File: src/rtl/param_pic_core.sv
// Parametrised 8259-style interrupt controller: IRR/ISR, mask, edge/level trigger,
// nested or rotating priority, normal/auto EOI and a memory-mapped register port.
module param_pic_core #(
  parameter int NUM_IRQ = 8,
  parameter int VEC_W   = 8
) (
  input  logic               clk,
  input  logic               rst_n,
  input  logic [NUM_IRQ-1:0] irq_in,
  input  logic               wr_en,
  input  logic               rd_en,
  input  logic [2:0]         addr,
  input  logic [31:0]        wdata,
  output logic [31:0]        rdata,
  output logic               int_out,
  input  logic               inta,
  output logic               vector_valid,
  output logic [VEC_W-1:0]   vector
);
  localparam int IW = (NUM_IRQ > 1) ? $clog2(NUM_IRQ) : 1;
  localparam logic [5:0] N6 = 6'(NUM_IRQ);
  localparam logic [IW-1:0] LAST_IDX = IW'(NUM_IRQ - 1);
  localparam logic [1:0] ST_IDLE = 2'd0;
  localparam logic [1:0] ST_WAIT = 2'd1;
  localparam logic [1:0] ST_VEC  = 2'd2;

  logic [NUM_IRQ-1:0] irq_s_q, irr_q, isr_q, mask_q, trig_q;
  logic [NUM_IRQ-1:0] irr_d, isr_d, mask_d, trig_d;
  logic [VEC_W-1:0]   vbase_q, vbase_d, vec_q, vec_d;
  logic               rot_q, rot_d, aeoi_q, aeoi_d;
  logic [IW-1:0]      last_q, last_d, idx_q, idx_d;
  logic [1:0]         state_q, state_d;
  logic               ack_ok_q, ack_ok_d, int_q, int_d, vv_q, vv_d;
  logic [31:0]        rdata_q, rdata_d;

  logic [5:0]         base_s, cand_rank_s, isr_rank_s;
  logic [IW-1:0]      cand_idx_s, isr_top_idx_s, eoi_idx_s;
  logic               cand_ok_s, eoi_hit_s;
  logic [NUM_IRQ-1:0] ack_set_s, aeoi_clr_s, eoi_clr_s;
  logic               unused_wdata_s;

  // Distance from the top-priority position of the first set bit; N6 means none set.
  function automatic logic [5:0] first_rank(input logic [NUM_IRQ-1:0] v, input logic [5:0] base);
    logic [5:0] r;
    logic [5:0] j;
    r = N6;
    for (int k = NUM_IRQ - 1; k >= 0; k--) begin
      j = base + 6'(k);
      if (j >= N6) j = j - N6;
      if (v[j[IW-1:0]]) r = 6'(k);
    end
    return r;
  endfunction

  function automatic logic [IW-1:0] rank_to_idx(input logic [5:0] rank, input logic [5:0] base);
    logic [5:0] s;
    s = base + rank;
    if (s >= N6) s = s - N6;
    return s[IW-1:0];
  endfunction

  assign unused_wdata_s = ^wdata;

  always_comb begin
    base_s = 6'd0;
    if (rot_q) base_s = (last_q == LAST_IDX) ? 6'd0 : 6'(last_q) + 6'd1;
    cand_rank_s   = first_rank(irr_q & ~mask_q, base_s);
    isr_rank_s    = first_rank(isr_q, base_s);
    cand_idx_s    = rank_to_idx(cand_rank_s, base_s);
    isr_top_idx_s = rank_to_idx(isr_rank_s, base_s);
    // A candidate only interrupts when it strictly outranks everything in service.
    cand_ok_s     = (cand_rank_s < isr_rank_s);
  end

  always_comb begin
    state_d   = state_q;
    int_d     = 1'b0;
    vv_d      = 1'b0;
    vec_d     = vec_q;
    idx_d     = idx_q;
    ack_ok_d  = ack_ok_q;
    ack_set_s = '0;
    case (state_q)
      ST_IDLE: begin
        if (cand_ok_s) begin
          int_d   = 1'b1;
          state_d = ST_WAIT;
        end else begin
          state_d = ST_IDLE;
        end
      end
      ST_WAIT: begin
        if (inta) begin
          state_d = ST_VEC;
          vv_d    = 1'b1;
          if (cand_ok_s) begin
            idx_d                 = cand_idx_s;
            ack_ok_d              = 1'b1;
            ack_set_s[cand_idx_s] = 1'b1;
          end else begin
            idx_d    = LAST_IDX;
            ack_ok_d = 1'b0;
          end
          vec_d = vbase_q + VEC_W'(idx_d);
        end else if (cand_ok_s) begin
          int_d = 1'b1;
        end else begin
          state_d = ST_IDLE;
        end
      end
      ST_VEC:  state_d = ST_IDLE;
      default: state_d = ST_IDLE;
    endcase
  end

  always_comb begin
    aeoi_clr_s = '0;
    if (state_q == ST_VEC && aeoi_q && ack_ok_q) aeoi_clr_s = NUM_IRQ'(1) << idx_q;
    else aeoi_clr_s = '0;
    eoi_idx_s = '0;
    eoi_hit_s = 1'b0;
    if (wr_en && addr == 3'd3) begin
      if (wdata[5]) begin
        if ({1'b0, wdata[4:0]} < N6) begin
          eoi_idx_s = wdata[IW-1:0];
          eoi_hit_s = isr_q[eoi_idx_s];
        end else begin
          eoi_hit_s = 1'b0;
        end
      end else if (isr_rank_s != N6) begin
        eoi_idx_s = isr_top_idx_s;
        eoi_hit_s = 1'b1;
      end else begin
        eoi_hit_s = 1'b0;
      end
    end else begin
      eoi_hit_s = 1'b0;
    end
    eoi_clr_s = eoi_hit_s ? (NUM_IRQ'(1) << eoi_idx_s) : '0;

    // Same-cycle ack on a bit wins over its EOI; edge requests re-arm even mid-ack.
    isr_d = (isr_q & ~eoi_clr_s & ~aeoi_clr_s) | ack_set_s;
    irr_d = (trig_q & irq_in) |
            (~trig_q & ((irr_q & ~(ack_set_s & ~trig_q)) | (irq_in & ~irq_s_q)));

    last_d = last_q;
    if (rot_q && (aeoi_clr_s != '0)) last_d = idx_q;
    else if (rot_q && eoi_hit_s) last_d = eoi_idx_s;
    else last_d = last_q;

    mask_d  = mask_q;
    trig_d  = trig_q;
    vbase_d = vbase_q;
    rot_d   = rot_q;
    aeoi_d  = aeoi_q;
    if (wr_en) begin
      case (addr)
        3'd0: begin
          rot_d  = wdata[0];
          aeoi_d = wdata[1];
        end
        3'd1:    mask_d  = wdata[NUM_IRQ-1:0];
        3'd2:    vbase_d = wdata[VEC_W-1:0];
        3'd6:    trig_d  = wdata[NUM_IRQ-1:0];
        default: mask_d  = mask_q;
      endcase
    end else begin
      mask_d = mask_q;
    end

    rdata_d = rdata_q;
    if (rd_en) begin
      case (addr)
        3'd0:    rdata_d = {30'd0, aeoi_q, rot_q};
        3'd1:    rdata_d = 32'(mask_q);
        3'd2:    rdata_d = 32'(vbase_q);
        3'd4:    rdata_d = 32'(irr_q);
        3'd5:    rdata_d = 32'(isr_q);
        3'd6:    rdata_d = 32'(trig_q);
        default: rdata_d = 32'd0;
      endcase
    end else begin
      rdata_d = rdata_q;
    end
  end

  always_ff @(posedge clk) begin
    if (!rst_n) begin
      irq_s_q  <= '0;
      irr_q    <= '0;
      isr_q    <= '0;
      mask_q   <= '1;
      trig_q   <= '0;
      vbase_q  <= '0;
      rot_q    <= 1'b0;
      aeoi_q   <= 1'b0;
      last_q   <= LAST_IDX;
      idx_q    <= '0;
      state_q  <= ST_IDLE;
      ack_ok_q <= 1'b0;
      int_q    <= 1'b0;
      vv_q     <= 1'b0;
      vec_q    <= '0;
      rdata_q  <= 32'd0;
    end else begin
      irq_s_q  <= irq_in;
      irr_q    <= irr_d;
      isr_q    <= isr_d;
      mask_q   <= mask_d;
      trig_q   <= trig_d;
      vbase_q  <= vbase_d;
      rot_q    <= rot_d;
      aeoi_q   <= aeoi_d;
      last_q   <= last_d;
      idx_q    <= idx_d;
      state_q  <= state_d;
      ack_ok_q <= ack_ok_d;
      int_q    <= int_d;
      vv_q     <= vv_d;
      vec_q    <= vec_d;
      rdata_q  <= rdata_d;
    end
  end

  assign rdata        = rdata_q;
  assign int_out      = int_q;
  assign vector_valid = vv_q;
  assign vector       = vec_q;

endmodule

File: config.mk
export PLATFORM = sky130hd
export DESIGN_NAME = param_pic_core
export DESIGN_NICKNAME = d
export VERILOG_FILES = /design/src/rtl/param_pic_core.sv
export SDC_FILE = /design/constraint.sdc
export NUM_CORES = 1
export LEC_CHECK = 0
export ABC_AREA = 1
export CORE_AREA = 5 5 119 121
export CTS_CLUSTER_DIAMETER = 60
export DETAILED_ROUTE_END_ITERATION = 7
export DIE_AREA = 0 0 124 126
export GPL_TIMING_DRIVEN = 1
export HOLD_SLACK_MARGIN = 0.12
export SKIP_LAST_GASP = 1
export SLEW_MARGIN = 40
export SYNTH_ARGS = -nofsm -noshare
export SYNTH_HDL_FRONTEND = slang
export SYNTH_SLANG_ARGS = --single-unit
File: constraint.sdc
create_clock -name clk -period 10.5 [get_ports clk]
set_input_delay 1.05 -clock clk [delete_from_list [all_inputs] [get_ports clk]]
set_output_delay 1.05 -clock clk [all_outputs]
set_load 0.01 [all_outputs]
==> results_dict.tcl <==
set metrics [dict create \
    status "finished clean" \
    synth-seq-cells 77 \
    hp-class "flip-flop to flip-flop" \
    hp-start "rdata[6]$_SDFFE_PN0P_" \
    reg2reg_to "vector[7]$_SDFFE_PN0P_" \
    fillers 1352 \
    synth-xor-area-share_pct 2.18 \
    synth_top_family_by_area "simple AND/OR/NAND/NOR gates" \
    drt-initial-drc-count 410 \
    place.detailed.hpwl_mm 11.2 \
    fmax_mhz 190 \
    rrSetupSlack_ps 5230 \
    wirelength_mm 14.6 \
    grt_pass1_wl_mm 23.4 \
    die-area_um2 15600 \
    required_ps 10730 \
    io_buffers 41 \
    ys_seq_area_share_pct 30.6 \
    slew_headroom_pct 47.8 \
    clkLatencyLatePin_ps 340 \
    path_common_cell "nand2_1" \
    via_count 5024 \
    std_cell_rows 42 \
    power.leakage_nw 2.70 \
    netlist_area_um2 5040 \
    initial_core_util_pct 38.8 \
    synth_cells 762 \
    grt_pass1_vias 4595 \
    grt.busiest_layer "met2" \
    firstDrtPassIters 5 \
    synthFlopType "dfxtp_1" \
    wire_per_inst_um 15.0 \
    root_buffer "clkbuf_16" \
    setup_tns_ps 0 \
    gp_congestion 0.878 \
    antenna_found_initial 0 \
    synth_cell_types 46 \
    cp.arrival_ps 5500 \
    endpoint_kind "flip-flop" \
    cts_hold_buf 0 \
    min_to "rdata[6]$_SDFFE_PN0P_" \
    synth_mux_area_share_pct 0 \
    fp.dieW_um 124 \
    cts_buffers 9 \
    peakVddDrop_mv 0.0914 \
    drcViolationCount 0 \
    finalMaxSlewViolations 0 \
    layout_min_cycle_time_ps 5270 \
    finalHoldViolCount 0 \
    yosys.area_share.simple_pct 30.8 \
    rsz0062_at_grt "false" \
    synth_fa_ha_area_share_pct 3.67 \
    start_kind "flip-flop" \
    cts.sinks 77 \
    met2_usage_pct 30.8 \
    reg2reg_from "rot_q$_SDFFE_PN0P_" \
    grt_overflow 0 \
    gr-usage-all-layers_pct 18.8 \
    cts_buffer_depth 2 \
    diodes 0 \
    synth_compound_area_share_pct 18.5 \
    layout.nets 854 \
    dp.cells 958 \
    cts.reportedPaths.clkPinSlew_ps 60 \
    hold_depth 2 \
    htreeDepth 3 \
    core-area_um2 13000 \
    post_drt_via_cell_ratio 5.16 \
    finalNonFillerCells 974 \
    cts_tree "done" \
    synth_top_area_share_pct 30.6 \
    ant_nets 0 \
    synthArstFlopShare_pct 0 \
    yosys.area.top_type "dfxtp_1" \
    synth_edf_count 0 \
    yosys_warnings 0 \
    setup_viol 0 \
    pin_count 90 \
    die_h_um 126 \
    power_density_nw_per_um2 133 \
    timing.final.crit_share_pct 50.2 \
    cpPeakStageDelay_ps 830 \
    worstMarginPinSlew_ps 782 \
    path_class "flip-flop to flip-flop" \
    layout-drive-gt1-share_pct 8.02 \
    grt_util_met1_pct 25.1 \
    maxCapViolations 0 \
    reg2regPathDepth 28 \
    cts_setup_buffers 0 \
    cpMaxStageDelayCell "dfxtp_1" \
    met3_usage_pct 2.91 \
    fin_skew_ps 6.00 \
    grt_max_degree 45 \
    synth_area_leaders "dfxtp_1, nand2_1, inv_1" \
    syn_avg_cell_area_um2 6.61 \
    cts-resized-gates 0 \
    area_growth_pct 15.2 \
    cp_max_fo 18 \
]
area by class of cell:
| type | count | area [um2] | share of cell area (%) |
|---|---|---|---|
| Sequential cell | 77 | 1540 | 26.6 |
| Tap cell | 176 | 220 | 3.79 |
| Clock inverter | 6 | 86.3 | 1.49 |
| Multi-Input combinational cell | 551 | 2870 | 49.5 |
| Inverter | 111 | 419 | 7.22 |
| Timing Repair Buffer | 43 | 425 | 7.33 |
| Clock buffer | 10 | 239 | 4.12 |
state kept, by name, summed over array words and instances (netlist names):
name          count
ack_ok_q          1
vector            8
vbase_q           8
int_out           1
irr_q             8
rot_q             1
aeoi_q            1
irq_s_q           8
mask_q            8
idx_q             3
state_q           2
vector_valid      1
rdata             8
trig_q            8
isr_q             8
last_q            3
placed cells by master, fill, tap and decap left out, drive strengths merged, types with 2 or more instances in the layout:
cell	count
o211ai	10
nor2	57
ha	10
o21ai	53
o22ai	9
a41oi	8
dfxtp	77
inv	110
clkinv	4
a21o	5
nand3	69
a211oi	2
xnor2	4
nand4	9
clkbuf	10
o31ai	2
nor3	13
conb	24
o2111ai	2
o221ai	5
nand2	202
bufinv	2
xor2	6
buf	2
clkdlybuf4s50	41
o21bai	2
a21oi	52
fa	3
stage by stage:
step                      util (%)  setup slack [ps]  power [W]  cell area (um2)  hold WS [ps]
after detailed placement      42.2              5250   0.000435             5480           455
after floorplan                  -              5890   0.000399             5130           432
after global placement        42.2              5380   0.000432             5480           454
after CTS                     44.7              5210   0.000770             5800           469
final                         44.7              5230   0.000770             5800           466
after global routing          44.7              4760   0.000799             5800           492
layer usage:
| layer | wire, um | vias up |
|---|---|---|
| li1 | - | 2509 |
| met1 | 6480 | 2313 |
| met2 | 6920 | 176 |
| met3 | 839 | 26 |
| met4 | 318 | 0 |
| met5 | 0 | - |
where the power goes:
| group | internal [W] | total [W] | switching (W) |
|---|---|---|---|
| clock | 0.000214 | 0.000341 | 0.000126 |
| sequential | 0.000308 | 0.000318 | 0.00000992 |
| combinational | 0.0000407 | 0.000111 | 0.0000707 |
how the worst max path moves through the flow:
stage	from	endpoint	slack, ps
2_1_floorplan	last_q[0]$_SDFFE_PN1P_	vector[7]$_SDFFE_PN0P_	5890
3_3_place_gp	rot_q$_SDFFE_PN0P_	vector[7]$_SDFFE_PN0P_	5380
3_5_place_dp	rot_q$_SDFFE_PN0P_	vector[7]$_SDFFE_PN0P_	5250
4_1_cts	rot_q$_SDFFE_PN0P_	vector[7]$_SDFFE_PN0P_	5210
5_1_grt	rot_q$_SDFFE_PN0P_	vector[7]$_SDFFE_PN0P_	4760
6_report	rot_q$_SDFFE_PN0P_	vector[7]$_SDFFE_PN0P_	5230
cells in the mapped netlist (2+ instances only):
master,count
o211ai_1,10
o2111ai_1,2
xnor2_1,2
o21ai_0,35
o21bai_1,2
fa_1,3
nor2_1,50
ha_1,10
nor2_4,2
nand2_4,4
nand4_1,9
clkbuf_1,15
o21ai_1,10
o22ai_1,9
nand2_2,6
a211oi_1,2
a41oi_1,8
o31ai_1,2
dfxtp_1,77
nor2_2,5
xor2_1,5
inv_2,7
nand3_1,67
buf_6,3
a21o_1,5
buf_4,26
inv_1,102
buf_2,2
nand2_1,192
o21ai_2,8
a21oi_1,50
nor3_1,9
o221ai_1,5
nor3_2,4
xnor2_2,2
nand3_2,2
worst max-delay path: cells and delay by family, from the launching register on:
kind | cells | cell delay [ps]
AO/OA/AOI/OAI | 2 | 160
XOR/XNOR | 3 | 830
adder cells (fa/ha/maj) | 4 | 1190
buffers and inverters | 4 | 440
flip-flops | 1 | 830
AND/OR/NAND/NOR | 15 | 1720
cell families after synthesis:
kind of cell | count (synthesis)
other cells | 1
buf+inv | 157
flops | 77
compound gates | 152
xor+xnor | 10
fa+ha+maj | 13
simple gates | 352
No activity file was read; power rests on OpenSTA's default activity.
